--- src/rtl/tuner_disp_pkg.sv ---
// ----------------------------------------------------------------------------
// tuner_disp_pkg
// Shared definitions for the tuner display overlay renderer: pixel/colour/
// address widths, screen dimensions, marker colours, the renderer state
// encoding and the pitch-to-colour helper.
// ----------------------------------------------------------------------------
package tuner_disp_pkg;

    localparam int X_W    = 8;   // screen x coordinate
    localparam int Y_W    = 7;   // screen y coordinate
    localparam int C_W    = 9;   // 3:3:3 colour
    localparam int A_W    = 15;  // background ROM address
    localparam int NOTE_W = 6;   // note code

    localparam int SCREEN_W_DEF = 160;
    localparam int SCREEN_H     = 120;

    localparam logic [C_W-1:0] C_LOW   = 9'h1C9;
    localparam logic [C_W-1:0] C_HIGH  = 9'h055;
    localparam logic [C_W-1:0] C_TUNED = 9'h0AA;
    localparam logic [C_W-1:0] C_WHITE = 9'h1FF;

    typedef enum logic [2:0] {
        ST_IDLE,
        ST_SCAN,
        ST_STR,
        ST_BG_RD,
        ST_CUR_ERASE,
        ST_CUR_DRAW,
        ST_DONE
    } state_t;

    // pitch code: 00 low, 11 high, 10 in tune, 01 undefined (shown white)
    function automatic logic [C_W-1:0] pitch_colour(input logic [1:0] pitch);
        logic [C_W-1:0] c;
        case (pitch)
            2'b00:   c = C_LOW;
            2'b11:   c = C_HIGH;
            2'b10:   c = C_TUNED;
            default: c = C_WHITE;
        endcase
        return c;
    endfunction

endpackage

--- src/rtl/tuner_overlay_renderer_if.sv ---
// ----------------------------------------------------------------------------
// tuner_overlay_renderer_if
// Bundles the renderer's source-side inputs (frame tick, note/pitch, cursor),
// the background ROM port and the pixel-write port towards vga_adapter.
//   slave  : the renderer (consumes tick/note/cursor/bg_q, drives plot/bg_addr)
//   master : the surrounding system / testbench
// ----------------------------------------------------------------------------
interface tuner_overlay_renderer_if import tuner_disp_pkg::*; ();

    logic              tick;
    logic              note_valid;
    logic [NOTE_W-1:0] note_num;
    logic [1:0]        pitch;
    logic              cursor_en;
    logic [X_W-1:0]    cursor_x;
    logic [Y_W-1:0]    cursor_y;
    logic [A_W-1:0]    bg_addr;
    logic [C_W-1:0]    bg_q;
    logic              plot;
    logic [X_W-1:0]    plot_x;
    logic [Y_W-1:0]    plot_y;
    logic [C_W-1:0]    plot_c;
    logic              busy;
    logic              frame_done;

    modport slave (
        input  tick, note_valid, note_num, pitch, cursor_en, cursor_x, cursor_y, bg_q,
        output bg_addr, plot, plot_x, plot_y, plot_c, busy, frame_done
    );

    modport master (
        output tick, note_valid, note_num, pitch, cursor_en, cursor_x, cursor_y, bg_q,
        input  bg_addr, plot, plot_x, plot_y, plot_c, busy, frame_done
    );

endinterface

--- src/rtl/string_colour_map.sv ---
// ----------------------------------------------------------------------------
// string_colour_map
// Combinational target colour of one string marker. The marker takes the
// pitch colour when the detected note is this string's note, else white.
// Ports:
//   i_note_valid  note_num/pitch meaningful
//   i_note_num    detected note code
//   i_pitch       pitch code
//   i_str_note    note code assigned to this string
//   o_colour      target marker colour
// ----------------------------------------------------------------------------
module string_colour_map
    import tuner_disp_pkg::*;
(
    input  logic              i_note_valid,
    input  logic [NOTE_W-1:0] i_note_num,
    input  logic [1:0]        i_pitch,
    input  logic [NOTE_W-1:0] i_str_note,
    output logic [C_W-1:0]    o_colour
);

    logic w_match;

    assign w_match  = i_note_valid && (i_note_num == i_str_note);
    assign o_colour = w_match ? pitch_colour(i_pitch) : C_WHITE;

endmodule

--- src/rtl/tuner_overlay_renderer.sv ---
// ----------------------------------------------------------------------------
// tuner_overlay_renderer
// Per-frame pixel-write engine for the tuner display. On a frame tick it
// redraws only the string markers whose colour changed, restores the
// background under the previous cursor and draws the new cursor, issuing at
// most one registered pixel write per cycle.
// Ports:
//   clock   single clock domain
//   resetn  asynchronous active-low reset; aborts a frame in progress
//   bus     tuner_overlay_renderer_if.slave (tick/note/cursor in, bg ROM,
//           plot/plot_x/plot_y/plot_c, busy, frame_done out)
//
// state        | meaning
// -------------+------------------------------------------------------------
// ST_IDLE      | waiting for tick; snapshot of targets and cursor on tick
// ST_SCAN      | test string i for dirty, one cycle per string
// ST_STR       | draw pixel k of string i's marker
// ST_BG_RD     | background address of previous cursor is on bg_addr
// ST_CUR_ERASE | write bg_q at the previous cursor position
// ST_CUR_DRAW  | draw new cursor (if enabled), record it as previous cursor
// ST_DONE      | frame complete, frame_done follows
// ----------------------------------------------------------------------------
module tuner_overlay_renderer
    import tuner_disp_pkg::*;
#(
    parameter int                        NUM_STR  = 4,
    parameter logic [NUM_STR*X_W-1:0]    STR_X    = {8'd67, 8'd76, 8'd73, 8'd70},
    parameter logic [NUM_STR*NOTE_W-1:0] STR_NOTE = {6'd32, 6'd29, 6'd25, 6'd22},
    parameter int                        STR_Y0   = 16,
    parameter int                        STR_LEN  = 49,
    parameter int                        SCREEN_W = SCREEN_W_DEF,
    parameter logic [C_W-1:0]            CUR_C    = 9'h1F0
)(
    input  logic                     clock,
    input  logic                     resetn,
    tuner_overlay_renderer_if.slave  bus
);

    localparam int IW = (NUM_STR > 1) ? $clog2(NUM_STR) : 1;
    localparam int KW = 6;
    localparam logic [IW-1:0] I_LAST = IW'(NUM_STR - 1);
    localparam logic [KW-1:0] K_LAST = KW'(STR_LEN - 1);

    // ------------------------------------------------------------------
    // Per-string constants and live target colours
    // ------------------------------------------------------------------
    logic [X_W-1:0] w_str_x [NUM_STR];
    logic [C_W-1:0] w_tgt   [NUM_STR];

    for (genvar g = 0; g < NUM_STR; g++) begin : g_str
        assign w_str_x[g] = STR_X[g*X_W +: X_W];

        string_colour_map u_colour_map (
            .i_note_valid (bus.note_valid),
            .i_note_num   (bus.note_num),
            .i_pitch      (bus.pitch),
            .i_str_note   (STR_NOTE[g*NOTE_W +: NOTE_W]),
            .o_colour     (w_tgt[g])
        );
    end

    // ------------------------------------------------------------------
    // Registers
    // ------------------------------------------------------------------
    state_t         r_state;
    logic [IW-1:0]  r_i;
    logic [KW-1:0]  r_k;
    logic [C_W-1:0] r_tgt   [NUM_STR];  // targets frozen at tick
    logic [C_W-1:0] r_shown [NUM_STR];  // colour currently on screen
    logic           r_cur_en;
    logic [X_W-1:0] r_cur_x;
    logic [Y_W-1:0] r_cur_y;
    logic [X_W-1:0] r_past_x;
    logic [Y_W-1:0] r_past_y;
    logic           r_have_cur;

    logic           r_plot;
    logic [X_W-1:0] r_plot_x;
    logic [Y_W-1:0] r_plot_y;
    logic [C_W-1:0] r_plot_c;
    logic [A_W-1:0] r_bg_addr;
    logic           r_busy;
    logic           r_frame_done;

    // ------------------------------------------------------------------
    // Combinational helpers
    // ------------------------------------------------------------------
    state_t         w_state_nxt;
    state_t         w_after_scan;
    logic           w_dirty;
    logic           w_i_last;
    logic           w_k_last;
    logic [A_W-1:0] w_bg_addr;

    logic           w_plot;
    logic [X_W-1:0] w_px;
    logic [Y_W-1:0] w_py;
    logic [C_W-1:0] w_pc;
    logic           w_done;
    logic           w_bg_load;

    assign w_dirty      = (r_tgt[r_i] != r_shown[r_i]);
    assign w_i_last     = (r_i == I_LAST);
    assign w_k_last     = (r_k == K_LAST);
    assign w_after_scan = r_have_cur ? ST_BG_RD : ST_CUR_DRAW;
    assign w_bg_addr    = A_W'(r_past_y) * A_W'(SCREEN_W) + A_W'(r_past_x);

    // ------------------------------------------------------------------
    // FSM: state register
    // ------------------------------------------------------------------
    always_ff @(posedge clock or negedge resetn) begin
        if (!resetn) begin
            r_state <= ST_IDLE;
        end else begin
            r_state <= w_state_nxt;
        end
    end

    // ------------------------------------------------------------------
    // FSM: next state
    // ------------------------------------------------------------------
    always_comb begin
        w_state_nxt = r_state;
        case (r_state)
            ST_IDLE: begin
                if (bus.tick) w_state_nxt = ST_SCAN;
            end
            ST_SCAN: begin
                if (w_dirty)       w_state_nxt = ST_STR;
                else if (w_i_last) w_state_nxt = w_after_scan;
            end
            ST_STR: begin
                // the last string leaves directly, so SCAN runs once per string
                if (w_k_last) w_state_nxt = w_i_last ? w_after_scan : ST_SCAN;
            end
            ST_BG_RD:     w_state_nxt = ST_CUR_ERASE;
            ST_CUR_ERASE: w_state_nxt = ST_CUR_DRAW;
            ST_CUR_DRAW:  w_state_nxt = ST_DONE;
            ST_DONE:      w_state_nxt = ST_IDLE;
            default:      w_state_nxt = ST_IDLE;
        endcase
    end

    // ------------------------------------------------------------------
    // FSM: outputs (registered below)
    // ------------------------------------------------------------------
    always_comb begin
        w_plot    = 1'b0;
        w_px      = '0;
        w_py      = '0;
        w_pc      = '0;
        w_done    = 1'b0;
        // address goes out during BG_RD so the ROM answers during CUR_ERASE
        w_bg_load = (w_state_nxt == ST_BG_RD);
        case (r_state)
            ST_STR: begin
                w_plot = 1'b1;
                w_px   = w_str_x[r_i];
                w_py   = Y_W'(STR_Y0) + Y_W'(r_k);
                w_pc   = r_tgt[r_i];
            end
            ST_CUR_ERASE: begin
                w_plot = 1'b1;
                w_px   = r_past_x;
                w_py   = r_past_y;
                w_pc   = bus.bg_q;
            end
            ST_CUR_DRAW: begin
                w_plot = r_cur_en;
                w_px   = r_cur_x;
                w_py   = r_cur_y;
                w_pc   = CUR_C;
            end
            ST_DONE: w_done = 1'b1;
            default: ;
        endcase
    end

    always_ff @(posedge clock or negedge resetn) begin
        if (!resetn) begin
            r_plot       <= 1'b0;
            r_plot_x     <= '0;
            r_plot_y     <= '0;
            r_plot_c     <= '0;
            r_bg_addr    <= '0;
            r_busy       <= 1'b0;
            r_frame_done <= 1'b0;
        end else begin
            r_plot       <= w_plot;
            r_frame_done <= w_done;
            r_busy       <= (w_state_nxt != ST_IDLE);
            // coordinates hold between writes
            if (w_plot) begin
                r_plot_x <= w_px;
                r_plot_y <= w_py;
                r_plot_c <= w_pc;
            end
            if (w_bg_load) r_bg_addr <= w_bg_addr;
        end
    end

    // ------------------------------------------------------------------
    // Datapath: indices, snapshot, shown colours, cursor history
    // ------------------------------------------------------------------
    always_ff @(posedge clock or negedge resetn) begin
        if (!resetn) begin
            r_i        <= '0;
            r_k        <= '0;
            r_cur_en   <= 1'b0;
            r_cur_x    <= '0;
            r_cur_y    <= '0;
            r_past_x   <= '0;
            r_past_y   <= '0;
            r_have_cur <= 1'b0;
            for (int n = 0; n < NUM_STR; n++) begin
                r_tgt[n]   <= '0;
                r_shown[n] <= '0;
            end
        end else begin
            case (r_state)
                ST_IDLE: begin
                    if (bus.tick) begin
                        r_i      <= '0;
                        r_k      <= '0;
                        r_cur_en <= bus.cursor_en;
                        r_cur_x  <= bus.cursor_x;
                        r_cur_y  <= bus.cursor_y;
                        for (int n = 0; n < NUM_STR; n++) r_tgt[n] <= w_tgt[n];
                    end
                end
                ST_SCAN: begin
                    r_k <= '0;
                    if (!w_dirty && !w_i_last) r_i <= r_i + IW'(1);
                end
                ST_STR: begin
                    if (w_k_last) begin
                        r_shown[r_i] <= r_tgt[r_i];
                        r_k          <= '0;
                        if (!w_i_last) r_i <= r_i + IW'(1);
                    end else begin
                        r_k <= r_k + KW'(1);
                    end
                end
                ST_CUR_DRAW: begin
                    if (r_cur_en) begin
                        r_past_x   <= r_cur_x;
                        r_past_y   <= r_cur_y;
                        r_have_cur <= 1'b1;
                    end else begin
                        r_have_cur <= 1'b0;
                    end
                end
                default: ;
            endcase
        end
    end

    // ------------------------------------------------------------------
    // Port drive
    // ------------------------------------------------------------------
    assign bus.plot       = r_plot;
    assign bus.plot_x     = r_plot_x;
    assign bus.plot_y     = r_plot_y;
    assign bus.plot_c     = r_plot_c;
    assign bus.bg_addr    = r_bg_addr;
    assign bus.busy       = r_busy;
    assign bus.frame_done = r_frame_done;

endmodule
--- src/flat_wrapper.sv ---
// flat-port wrapper written by rule: the top's interface ports become plain ports
module tuner_overlay_renderer_flat import tuner_disp_pkg::*;
#(
    parameter int                        NUM_STR  = 4,
    parameter logic [NUM_STR*X_W-1:0]    STR_X    = {8'd67, 8'd76, 8'd73, 8'd70},
    parameter logic [NUM_STR*NOTE_W-1:0] STR_NOTE = {6'd32, 6'd29, 6'd25, 6'd22},
    parameter int                        STR_Y0   = 16,
    parameter int                        STR_LEN  = 49,
    parameter int                        SCREEN_W = SCREEN_W_DEF,
    parameter logic [C_W-1:0]            CUR_C    = 9'h1F0
)
  (clock, resetn, bus_tick, bus_note_valid, bus_note_num, bus_pitch, bus_cursor_en, bus_cursor_x, bus_cursor_y, bus_bg_q, bus_bg_addr, bus_plot, bus_plot_x, bus_plot_y, bus_plot_c, bus_busy, bus_frame_done);
  tuner_overlay_renderer_if bus_i ();
  input  logic clock;
  input  logic resetn;
  input wire logic [$bits(bus_i.tick)-1:0] bus_tick;
  input wire logic [$bits(bus_i.note_valid)-1:0] bus_note_valid;
  input wire logic [$bits(bus_i.note_num)-1:0] bus_note_num;
  input wire logic [$bits(bus_i.pitch)-1:0] bus_pitch;
  input wire logic [$bits(bus_i.cursor_en)-1:0] bus_cursor_en;
  input wire logic [$bits(bus_i.cursor_x)-1:0] bus_cursor_x;
  input wire logic [$bits(bus_i.cursor_y)-1:0] bus_cursor_y;
  input wire logic [$bits(bus_i.bg_q)-1:0] bus_bg_q;
  output wire logic [$bits(bus_i.bg_addr)-1:0] bus_bg_addr;
  output wire logic [$bits(bus_i.plot)-1:0] bus_plot;
  output wire logic [$bits(bus_i.plot_x)-1:0] bus_plot_x;
  output wire logic [$bits(bus_i.plot_y)-1:0] bus_plot_y;
  output wire logic [$bits(bus_i.plot_c)-1:0] bus_plot_c;
  output wire logic [$bits(bus_i.busy)-1:0] bus_busy;
  output wire logic [$bits(bus_i.frame_done)-1:0] bus_frame_done;
  assign bus_i.tick = bus_tick;
  assign bus_i.note_valid = bus_note_valid;
  assign bus_i.note_num = bus_note_num;
  assign bus_i.pitch = bus_pitch;
  assign bus_i.cursor_en = bus_cursor_en;
  assign bus_i.cursor_x = bus_cursor_x;
  assign bus_i.cursor_y = bus_cursor_y;
  assign bus_i.bg_q = bus_bg_q;
  assign bus_bg_addr = bus_i.bg_addr;
  assign bus_plot = bus_i.plot;
  assign bus_plot_x = bus_i.plot_x;
  assign bus_plot_y = bus_i.plot_y;
  assign bus_plot_c = bus_i.plot_c;
  assign bus_busy = bus_i.busy;
  assign bus_frame_done = bus_i.frame_done;
  tuner_overlay_renderer #(.NUM_STR(NUM_STR), .STR_X(STR_X), .STR_NOTE(STR_NOTE), .STR_Y0(STR_Y0), .STR_LEN(STR_LEN), .SCREEN_W(SCREEN_W), .CUR_C(CUR_C)) u_core (.clock(clock), .resetn(resetn), .bus(bus_i));
endmodule
--- config.mk ---
export PLATFORM = sky130hd
export DESIGN_NAME = tuner_overlay_renderer_flat
export DESIGN_NICKNAME = d
export VERILOG_FILES = /design/src/rtl/tuner_disp_pkg.sv /design/src/rtl/tuner_overlay_renderer_if.sv /design/src/rtl/string_colour_map.sv /design/src/rtl/tuner_overlay_renderer.sv /design/src/flat_wrapper.sv
export SDC_FILE = /design/constraint.sdc
export NUM_CORES = 1
export LEC_CHECK = 0
export ABC_AREA = 1
export CAP_MARGIN = 20
export CORE_MARGIN = 4
export CORE_UTILIZATION = 44
export CTS_CLUSTER_DIAMETER = 150
export DETAILED_ROUTE_END_ITERATION = 8
export PLACE_DENSITY = 0.66
export SYNTH_ARGS = -nofsm -noshare
export SYNTH_HDL_FRONTEND = slang
export SYNTH_SLANG_ARGS = --single-unit
export TNS_END_PERCENT = 10
--- constraint.sdc ---
create_clock -name clock -period 7.4 [get_ports clock]
set_clock_uncertainty 0.2 [all_clocks]
set_input_delay 1.85 -clock clock [delete_from_list [all_inputs] [get_ports clock]]
set_output_delay 1.85 -clock clock [all_outputs]
set_load 0.02 [all_outputs]
Word-level counts from Yosys, hierarchy flattened
Index checks and enable logic that the tools add are counted.

Bitwise logic cells: 1. Magnitude comparators: 2. $mul: 1. Multiplexer cells: 38. Eq/ne operators: 20. Reduce and logical (&&, ||, !) cells: 18. Add/sub/neg operators: 4.

Operators by type and width (count): $mux W9 (9); $pmux W9 S3 (2); $bmux W9 S2 (2); $bwmux W36 (1); $pmux W8 S3 (1); $pmux W7 S3 (1); $demux W9 S2 (1); $eq A6 B5 Y1 const B (3); $mux W3 (6); $pmux W3 S6 (1); $pmux W6 S3 (1); $bmux W8 S2 (1); $mux W8 (2); $add A15 B8 Y15 (1); $eq A6 B6 Y1 const B (2); $mux W6 (2); $mul A7 B3 Y10 const B (1); $eq A3 B2 Y1 const B (3); $eq A3 B3 Y1 const B (3); $ne A9 B9 Y1 (1); $mux W2 (4); $reduce_and A2 Y1 (4); $add A5 B6 Y7 const A (1); $add A6 B1 Y6 const B (1); other kinds (18) (30).

Word-level logic and storage cells: 108. Output and inout bits: 42. Register bits after elaboration: 157.

Logic depth before layout (Yosys ltp)
Gate-level depths: netlist of the first run.

Depth in word-level cells: 9. Mapped depth: 17.

Hierarchy
From an unflattened synthesis of the first run, not the netlist that was laid out.

Cell total of the unflattened synthesis: 1220. Area total of the unflattened synthesis: 9013.6 µm².

By module, submodules not included: tuner_overlay_renderer (seq. area each 3928.8 µm², cells each 1012, instances 1, area each 7852.5 µm²); string_colour_map (seq. area each 0.0 µm², cells each 52, instances 4, area each 290.3 µm²).

Worst setup path before layout of the first run
No wires, ideal clock.

Path type: input to register. Start: in bus_tick. End: reg u_core.r_busy, in the netlist u_core.bus.busy. Arrival time: 2.855 ns. Buffers on the path: 1. Setup slack: 4.214 ns. Stages on the path: 7. Path through: nand3_1 > inv_2 > nor3_1 > o21ai_4 > buf_4 > nor2_1 > nand3_1.

Word-level cells in the longest chain between the ends: 3.

RTL lines: start: declaration (line flat_wrapper.sv:16) `input wire logic [$bits(bus_i.tick)-1:0] bus_tick;`; $mux W3 (line tuner_overlay_renderer.sv:126) `if (bus.tick) w_state_nxt = ST_SCAN;`; $pmux W3 S6 (line tuner_overlay_renderer.sv:124) `case (r_state)`; net u_core.w_state_nxt[0] (line tuner_overlay_renderer.sv:88) `state_t w_state_nxt;`; $reduce_bool A3 Y1 (line tuner_overlay_renderer.sv:191) `r_busy <= (w_state_nxt != ST_IDLE);`; end signal: assignment (line tuner_overlay_renderer.sv:191); end: declaration (line tuner_overlay_renderer.sv:82) `logic r_busy;`.

The timed path passes the listed nets, and every way through them passes these cells. A chain may end at the register's enable or synchronous reset.

Final worst setup path of the first run
Start: in bus_tick. End: reg u_core.r_i[0].

Word-level cells in the longest chain between the ends: 2.

RTL lines: $ne A2 B2 Y1 (no source line); $reduce_and A5 Y1 (no source line); end signal: assignment (line tuner_overlay_renderer.sv:233) `if (!w_dirty && !w_i_last) r_i <= r_i + IW'(1);`; end signal: assignment (line tuner_overlay_renderer.sv:239) `if (!w_i_last) r_i <= r_i + IW'(1);`; end: declaration (line tuner_overlay_renderer.sv:66) `logic [IW-1:0] r_i;`.

Every way passes these cells.

==> results.py, run 1 <==
metrics = {
    "worst_setup_path": {
        "timing.critical_path.to_type": "flip-flop",
        "path_cells": "clkdlybuf4s50_1 -> nand3_1 -> inv_2 -> nor2_1 -> nor2_1 -> a21boi_0 -> nand2_1 -> nor2_1 -> nand2_1 -> nand2_1",
        "cp_max_fo": 45,
        "startpoint_type": "input port",
        "slowest_delay_ps": 810,
        "path_class": "input port to flip-flop",
        "crit_slowest_cell": "inv_2",
        "worstPathRequired_ps": 7550,
        "worstPathArrival_ps": 4800,
        "cp_top_family": "simple AND/OR/NAND/NOR gates",
        "cp.buffers_inverters": 2,
    },
    "logic_synthesis": {
        "synth_mux_area_frac": 0.01090,
        "synth_top_family_by_area": "simple AND/OR/NAND/NOR gates",
        "synth_top_area_share": 0.5044,
        "synth.distinct_cells": 36,
        "ys_ff_latch": 125,
        "synthesis.nets": 801,
        "synthXorXnorAreaFrac": 0.01554,
        "ys_seq_area_frac": 0.5044,
        "yosys-top-cells-area": "dfrtp_1 50%, nand2_1 16%, ha_1 5.0%",
        "synthSimpleGateAreaFrac": 0.2439,
        "synthesis.area_mm2": 0.006201,
        "synth_top_area_cell": "dfrtp_1",
        "yosysWarnings": 0,
        "avgSynthCellArea_um2": 8.414,
        "synth_adder_area_share": 0.05690,
        "synth_compound_area_frac": 0.1132,
        "synth_cells": 737,
    },
    "cts": {
        "cts_root_buf": "clkbuf_16",
        "clock_sinks": 125,
        "htreeDepth": 4,
        "clkLatencyLatePin_ps": 410,
        "cts_resized": 0,
        "clk_path_buf_depth": 2,
        "cts-buffers-inserted": 17,
        "clkTransAtPathRegs_ps": 50,
        "cts_hold_buffers": 0,
        "cts_tree": "yes",
        "post_cts_buffers": 0,
    },
    "run_status": {
        "status": "completed",
    },
    "routing": {
        "avgRoutedWirePerCell_um": 16.32,
        "drt-initial-drc-count": 380,
        "drt_drc_violations_left": 0,
        "vias": 5333,
        "detail-route-antenna-nets": 0,
        "routed_via_density": 5.333,
        "drtPass1Iterations": 5,
        "wirelength_mm": 16.32,
    },
    "power_and_ir_drop": {
        "power.internal_uw": 1172,
        "power_frac_comb": 0.027,
        "seqPwrFrac": 0.467,
        "clockPowerShare": 0.506,
        "ir_worst_vdd_uv": 130.0,
        "switchingPower_uw": 295.3,
        "power_leakage_uw": 0.003756,
        "switching_share": 0.2013,
        "p_per_area_mw_per_mm2": 192.1,
    },
    "placed_design": {
        "gp_congestion": 0.8467,
        "io_buffers": 78,
        "dpl.hpwl_mm": 11.29,
        "dp_slack_ps": 2432,
    },
    "floorplanning": {
        "core_area_mm2": 0.01383,
        "ioPinCount": 79,
        "initial_utilization": 0.4485,
        "row_count": 43,
        "die_x_um": 126.7,
        "dieArea_mm2": 0.01606,
        "die_h_um": 126.7,
    },
    "global_route": {
        "grt_busiest_layer": "met2",
        "met1_usage": 0.2730,
        "grt_pass1_vias": 5240,
        "grt_max_degree": 86,
        "antenna_found_initial": 0,
        "grt.total_usage": 0.2097,
        "grtUsageMet3": 0.05095,
        "gr-usage-met2": 0.3418,
        "grt_pass1_wl_mm": 26.86,
        "grt_overflow_total": 0,
    },
    "sta": {
        "hold_viol": 0,
        "tightest_slew_ps": 949.8,
        "period_share": 0.6283,
        "rsz0062_at_grt": "false",
        "drv_slew": 0,
        "slew_headroom": 0.3661,
        "setup_tns_ps": 0,
        "setup_ws_ps": 2751,
        "fmax_mhz": 215.1,
        "final-setup-viol-count": 0,
        "period_minus_slack_ps": 4650,
    },
    "min_path": {
        "hp-class": "flip-flop to flip-flop",
    },
    "layout": {
        "final_net_count": 876,
        "post_route_cells_drive_above_1_share": 0.04878,
        "synthToLayoutAreaGrowth_pct": 23.18,
        "antenna_cells": 0,
    },
    "run": {
        "maxCapViolCount": 0,
    },
}
cell usage in the layout, fill, tap and decap left out, drive strengths merged, types with 8 or more instances in the layout:
cell             n
inv             57
a21oi           13
clkdlybuf4s50   77
dfrtp          125
nand3           49
nand2          266
nor3             8
a2bb2oi         18
nor2            37
o21ai           58
clkbuf          24
ha              25
synthesized netlist by cell type:
master and number:
o22ai_1 7, a21oi_1 13, nor4_1 2, buf_2 6, a21boi_0 1, buf_1 4
o2bb2ai_1 1, a2bb2oi_1 18, buf_6 1, o21ai_0 57, a31oi_1 4, inv_1 54
xnor2_1 4, nor3_1 8, nand4_1 4, inv_2 3, mux2_2 6, nand2_1 263
nand3b_1 4, nand3_1 49, a221oi_1 2, a22oi_1 3, dfrtp_1 125, o221ai_1 1
a41oi_1 5, xor2_1 7, nand2_2 3, and3_1 2, fa_1 2, clkinv_1 1
clkbuf_1 10, buf_4 4, o21ai_4 1, nor2_1 36, nor2_2 1, ha_1 25
state kept, by name, summed over array words and instances (netlist names), 2 cells and up:
register	flops
u_core.bus.bg_addr	15
u_core.bus.plot_c	9
u_core.bus.plot_x	8
u_core.bus.plot_y	7
u_core.r_cur_x	8
u_core.r_cur_y	7
u_core.r_i	2
u_core.r_k	6
u_core.r_past_x	8
u_core.r_past_y	7
u_core.r_shown	20
u_core.r_state	3
u_core.r_tgt	20
power groups by stage:
| stage | clock network (uW) | registers (uW) | logic (uW) |
|---|---|---|---|
| 2_1_floorplan | 0 | 696 | 2.67 |
| 3_3_place_gp | 0 | 696 | 38.6 |
| 3_5_place_dp | 0 | 696 | 39.3 |
| 4_1_cts | 753 | 684 | 39.5 |
| 5_1_grt | 787 | 684 | 44.9 |
| 6_report | 742 | 685 | 40.3 |
path summary, 6_finish.rpt:
kind	from	end	slack [ps]	depth (start not counted)
setup / recovery	bus_tick	u_core.r_i[0]	2750	10
min in group asynchronous	resetn	u_core.r_cur_x[5]	1130	1
hold reg to reg	u_core.bus.bg_addr[10]	u_core.bus.bg_addr[10]	270	2
max in group asynchronous	resetn	u_core.r_cur_en	5050	2
setup reg to reg	u_core.r_state[1]	u_core.bus.plot_y[6]	3420	8
hold / removal	u_core.bus.bg_addr[10]	u_core.bus.bg_addr[10]	270	2
worst min-delay path, stage by stage (launching register included):
cell and delay [ps]:
dfrtp_1 340, nand2_1 50, nand2_1 40
cell families after synthesis:
family	Yosys count
AOI/OAI and AO/OA	113
muxes	6
DFF	125
xor gates and xnor gates	11
adders and majority gates	27
buffers and inverters	83
and+or+nand+nor	372
final cells by class:
class / instances / area, um2
Clock buffer: 24 / 471.7
Clock inverter: 3 / 40.04
Fill cell: 1259 / 6188
Inverter: 58 / 217.7
Multi-Input combinational cell: 529 / 2731
Sequential cell: 125 / 3128
Tap cell: 180 / 225.2
Timing Repair Buffer: 81 / 824.5
stage by stage:
step | util | instance area [um2] | hold slack (ps) | power, uW | std cells
6_report | 0.5524 | 7639 | 269.5 | 1467 | 1000
3_3_place_gp | 0.5126 | 7088 | 255.9 | 734.6 | 971
4_1_cts | 0.5504 | 7611 | 271.4 | 1477 | 999
2_1_floorplan | - | 6201 | 249.2 | 698.9 | 737
3_5_place_dp | 0.5134 | 7099 | 258.4 | 735.3 | 972
5_1_grt | 0.5524 | 7639 | 301.4 | 1516 | 1000
routing by layer:
metal / part of all wire / up-vias / routed length, um
met4: 0.019 / 0 / 317
met1: 0.44 / 2561 / 7107
met3: 0.061 / 33 / 994
met5: 0 / - / 0
li1: - / 2572 / -
met2: 0.48 / 167 / 7900
Power figures use the tool's default switching activity.
==> run 2, diff against run 1 <==
- clock period: 7.4 -> 4.7 ns (I/O delays scaled with it)
==> run 2 against run 1 <==
Sequential cell count unchanged. Sequential power grew 58%. Sequential share of layout area shrank 0.63 points. Setup slack lost 1200 ps. Critical path depth up 1. Via count increased by 1.4%. Critical path type is now flip-flop to flip-flop. Critical endpoint is now u_core.bus.bg_addr[5].
==> results.py, run 2 (same netlist as run 1, synthesis figures left out) <==
metrics = {
    "placed_design": {
        "dpl.hpwl_mm": 11.52,
        "gp_congestion": 0.8539,
        "io_buffers": 78,
    },
    "cts": {
        "clkLatencyLatePin_ps": 430,
        "clock_sinks": 125,
        "htreeDepth": 4,
        "cts-buffers-inserted": 17,
        "cts_root_buf": "clkbuf_16",
        "cts_hold_buffers": 0,
        "cts_resized": 0,
        "clkTransAtPathRegs_ps": 60,
        "clk_path_buf_depth": 2,
        "post_cts_buffers": 0,
        "cts_tree": "yes",
    },
    "routing": {
        "avgRoutedWirePerCell_um": 16.03,
        "drt_drc_violations_left": 0,
        "drtPass1Iterations": 5,
        "detail-route-antenna-nets": 0,
        "wirelength_mm": 16.19,
        "routed_via_density": 5.352,
        "drt-initial-drc-count": 383,
        "vias": 5406,
    },
    "floorplanning": {
        "initial_utilization": 0.4485,
        "ioPinCount": 79,
        "core_area_mm2": 0.01383,
        "row_count": 43,
        "dieArea_mm2": 0.01606,
        "die_h_um": 126.7,
        "die_x_um": 126.7,
    },
    "layout": {
        "seqCellArea_mm2": 0.003128,
        "synthToLayoutAreaGrowth_pct": 25.10,
        "post_route_cells_drive_above_1_share": 0.06506,
        "final_net_count": 881,
        "nFillCells": 1226,
        "layout_commonest_cell": "nand2_1",
        "multi_input_area_mm2": 0.002731,
        "antenna_cells": 0,
        "final_cell_mix": "263 x nand2_1, 125 x dfrtp_1, 77 x clkdlybuf4s50_1",
    },
    "power_and_ir_drop": {
        "ir_worst_vdd_uv": 267.3,
        "p_per_area_mw_per_mm2": 316.4,
        "power_leakage_uw": 0.003809,
        "finalPower_uw": 2454,
    },
    "sta": {
        "tightest_slew_ps": 1142,
        "fmax_mhz": 317.5,
        "hold_viol": 0,
        "period_minus_slack_ps": 3150,
        "finalHoldWorstSlack_ps": 270.2,
        "slew_headroom": 0.2319,
        "final-setup-viol-count": 0,
        "period_share": 0.6701,
        "drv_slew": 0,
        "rsz0062_at_grt": "false",
        "setup_tns_ps": 0,
    },
    "worst_setup_path": {
        "timing.critical_path.to_type": "flip-flop",
        "r2r_start": "u_core.r_i[1]",
        "worstPathRequired_ps": 4810,
        "cp_common_cell": "nand2_1",
        "crit_slowest_cell": "dfrtp_1",
        "worstPathArrival_ps": 3260,
        "crit_start": "u_core.r_i[1]",
        "startpoint_type": "flip-flop",
        "path_class": "flip-flop to flip-flop",
        "slowest_delay_ps": 750,
        "cp_max_fo": 18,
        "path_cells": "inv_2 -> nand3_1 -> nand2_1 -> nand2_1 -> nand2_1 -> nor2_2 -> nand2_1 -> o21ai_4 -> nand2_2 -> nand2_1 -> nand2_1",
    },
    "min_path": {
        "hp-start": "u_core.bus.bg_addr[6]",
        "hp-class": "flip-flop to flip-flop",
    },
    "global_route": {
        "grt.total_usage": 0.2102,
        "antenna_found_initial": 0,
        "grt_pass1_wl_mm": 26.92,
        "grt_overflow_total": 0,
        "grt_max_degree": 88,
        "grt_pass1_vias": 5437,
    },
    "run_status": {
        "status": "completed",
    },
    "run": {
        "maxCapViolCount": 0,
    },
}
-- run 2: cell count changes in the layout (fill, tap and decap cells not counted), moves of 2 or more --
cell | previous run | this run
buf_4 | 2 | 8
clkbuf_8 | 2 | 4
clkbuf_1 | 5 | 1
clkinvlp_4 | 0 | 5
-- run 2: area by class of cell --
| type | count | share of cell area |
|---|---|---|
| clock buffer | 22 | 0.06242 |
| clock inverter | 10 | 0.01452 |
| multi-input combinational | 529 | 0.3521 |
| inverter | 58 | 0.02806 |
| tap | 180 | 0.02903 |
| sequential | 125 | 0.4032 |
| timing repair buffer | 86 | 0.1106 |
-- run 2: worst paths after layout --
| path | cells after the start | to | slack (ps) |
|---|---|---|---|
| min in group asynchronous | 1 | u_core.bus.bg_addr[2] | 420 |
| worst min register to register | 2 | u_core.bus.bg_addr[6] | 270 |
| worst max-delay path | 11 | u_core.bus.bg_addr[5] | 1550 |
| max in group asynchronous | 3 | u_core.r_shown[31] | 2940 |
| worst min-delay path | 2 | u_core.bus.bg_addr[6] | 270 |
| worst max register to register | 11 | u_core.bus.bg_addr[5] | 1550 |
-- run 2: worst max-delay path, delay by kind of cell, from the launching register on --
family	cells	cell delay, ps
compound gates	1	440
simple gates	9	1340
buf+inv	1	290
flops	1	750
-- run 2: stage by stage --
stage	util	cell area, um2	std cells	setup slack [ps]
finish	0.5610	7757	1010	1550
global route	0.5610	7757	1010	1160
CTS	0.5590	7730	1009	1544
detailed placement	0.5159	7133	977	1237
global placement	0.5159	7133	977	1317
floorplan	-	6201	737	2189
-- run 2: where the power goes --
part,internal (uW),switching [uW],total [uW],leakage [uW]
sequential,1080,0,1080,0.00160
clock,832,482,1310,0.000280
combinational,31.2,31.6,62.9,0.00193
-- run 2: routing by layer --
metal	global-route usage	part of all wire	vias up
met2	0.3422	0.49	156
met1	0.2735	0.44	2631
met5	0	0	-
met4	0.08013	0.021	0
met3	0.05011	0.055	33
li1	-	-	2586
==> run 3, diff against run 2 <==
- PLACE_DENSITY: 0.66 -> 0.68
- clock period: 4.7 -> 2.7 ns (I/O delays scaled with it)
==> run 3 against run 2 <==
Non-clock buffer count is 12 higher. Fmax is 23% higher. Via count is 0.67% lower. Clock power is 100% higher. Routed wire length is 2.3% higher. Highest routed layer unchanged.
==> results.py, run 3 (same netlist as run 1, synthesis figures left out) <==
metrics = {
    "run_status": {
        "status": "completed",
    },
    "layout": {
        "final_cell_mix": "263 x nand2_1, 125 x dfrtp_1, 77 x clkdlybuf4s50_1",
        "synthToLayoutAreaGrowth_pct": 28.63,
        "nFillCells": 1192,
        "multi_input_area_mm2": 0.002744,
        "final_net_count": 893,
        "stdcell_count": 1022,
        "finalInstanceArea_mm2": 0.007976,
        "antenna_cells": 0,
        "seqCellArea_mm2": 0.003128,
        "layout_commonest_cell": "nand2_1",
        "post_route_cells_drive_above_1_share": 0.08314,
    },
    "sta": {
        "hold_viol": 0,
        "slew_headroom": 0.6415,
        "tightest_slew_ps": 533.6,
        "period_minus_slack_ps": 2556,
        "final-setup-viol-count": 0,
        "rsz0062_at_grt": "true",
        "period_share": 0.9466,
        "drv_slew": 0,
        "fmax_mhz": 391.3,
    },
    "placed_design": {
        "place_area_mm2": 0.007268,
        "dp.cells": 990,
        "gp_congestion": 0.8771,
        "dpl.hpwl_mm": 11.76,
        "io_buffers": 78,
    },
    "power_and_ir_drop": {
        "switchingPower_uw": 911.3,
        "ir_worst_vdd_uv": 332.1,
        "power.internal_uw": 3715,
        "power_frac_comb": 0.024,
        "seqPwrFrac": 0.405,
        "switching_share": 0.1970,
        "clockPowerShare": 0.571,
        "p_per_area_mw_per_mm2": 580.0,
        "power_leakage_uw": 0.003939,
    },
    "run": {
        "maxCapViolCount": 0,
    },
    "global_route": {
        "grt_max_degree": 60,
        "grt_overflow_total": 0,
        "grt_pass1_vias": 5383,
        "grt.total_usage": 0.2142,
        "antenna_found_initial": 0,
        "grt_pass1_wl_mm": 27.32,
    },
    "worst_setup_path": {
        "crit_slowest_cell": "dfrtp_1",
        "crit_start": "u_core.r_past_y[3]",
        "slowest_delay_ps": 420,
        "r2r_start": "u_core.r_past_y[3]",
        "worstPathRequired_ps": 2850,
        "cp_max_fo": 4,
        "startpoint_type": "flip-flop",
        "path_cells": "ha_1 -> ha_2 -> inv_1 -> fa_2 -> xnor2_2 -> nand3_1 -> nor2_1 -> nand2_1 -> o21ai_0 -> nand3_1 -> nand2_1",
        "r2r_cells": 11,
        "timing.critical_path.to_type": "flip-flop",
        "path_class": "flip-flop to flip-flop",
        "worstPathArrival_ps": 2710,
    },
    "floorplanning": {
        "initial_utilization": 0.4485,
        "die_h_um": 126.7,
        "ioPinCount": 79,
        "dieArea_mm2": 0.01606,
        "row_count": 43,
        "die_x_um": 126.7,
        "core_area_mm2": 0.01383,
    },
    "routing": {
        "detail-route-antenna-nets": 0,
        "drt-initial-drc-count": 481,
        "routed_via_density": 5.254,
        "wirelength_mm": 16.57,
        "drtPass1Iterations": 5,
        "drt_drc_violations_left": 0,
        "vias": 5370,
        "avgRoutedWirePerCell_um": 16.21,
    },
    "cts": {
        "cts_tree": "yes",
        "post_cts_buffers": 0,
        "cts-buffers-inserted": 17,
        "clkLatencyLatePin_ps": 420,
        "clkTransAtPathRegs_ps": 60,
        "cts_hold_buffers": 0,
        "cts_root_buf": "clkbuf_16",
        "clk_path_buf_depth": 2,
        "clock_sinks": 125,
        "htreeDepth": 4,
    },
    "min_path": {
        "hp-class": "input port to asynchronous set/reset pin",
    },
}
-- run 3: cell types whose count changed in the layout (fill, tap and decap cells not counted), sizes merged --
cell      previous run  this run
clkinv               4         6
inv                 57        58
buf                  9        21
clkinvlp             5         1
bufinv               2         6
clkbuf              22        19
-- run 3: layout make-up --
cell class                      count  area share
Tap cell                          180     0.02824
Sequential cell                   125      0.3922
Timing Repair Buffer               98      0.1216
Clock inverter                     13     0.02965
Clock buffer                       19     0.05678
Multi-Input combinational cell    529      0.3440
Inverter                           58     0.02761
-- run 3: critical path: cells and delay by family, from the launching register on --
family	cells	cell delay, ps
buf+inv	1	60
flops	1	420
fa+ha+maj	3	870
xor+xnor	1	250
simple gates	5	510
compound gates	1	170
-- run 3: metal layers --
metal  GRT usage  part of all wire  up-vias  wire length (um)
met2      0.3443              0.48      160              7992
met1      0.2841              0.45     2572              7379
met5           0                 0        -                 0
li1            -                 -     2611                 -
met3     0.04716             0.049       27               819
met4     0.08328             0.023        0               377
-- run 3: timing repair --
| item | CTS | global route |
|---|---|---|
| setup endpoints to repair | 0 | 15 |
| endpoints found under the hold margin | 0 | 0 |
| resized for setup | 0 | 7 |
-- run 3: path summary, 6_finish.rpt --
kind	to	slack (ps)
max reg2reg	u_core.bus.bg_addr[14]	140
max in group asynchronous	u_core.r_i[1]	1590
max	u_core.bus.bg_addr[14]	140
min	u_core.bus.bg_addr[3]	30
min reg2reg	u_core.bus.bg_addr[0]	270
min in group clock	u_core.bus.bg_addr[0]	270
-- run 3: per-stage QoR --
| step | util | TNS, ps | power, uW | setup WS (ps) | hold slack, ps |
|---|---|---|---|---|---|
| after floorplan | - | 0 | 1915 | 254.4 | 179.4 |
| after global placement | 0.5257 | 0 | 2017 | 153.9 | 255.3 |
| after detailed placement | 0.5257 | 0 | 2021 | 79.63 | 259.4 |
| after CTS | 0.5755 | 0 | 4663 | 17.46 | 37.05 |
| after global routing | 0.5769 | -64.16 | 4758 | -34.66 | 67.79 |
| final | 0.5769 | 0 | 4626 | 144.2 | 28.72 |
-- run 3: power by group through the flow --
stage | Sequential [uW] | Combinational (uW) | Clock [uW]
after floorplan | 1910 | 7.30 | 0
final | 1870 | 110 | 2640
after detailed placement | 1910 | 113 | 0
after CTS | 1870 | 114 | 2680
after global placement | 1910 | 110 | 0
after global routing | 1870 | 124 | 2760
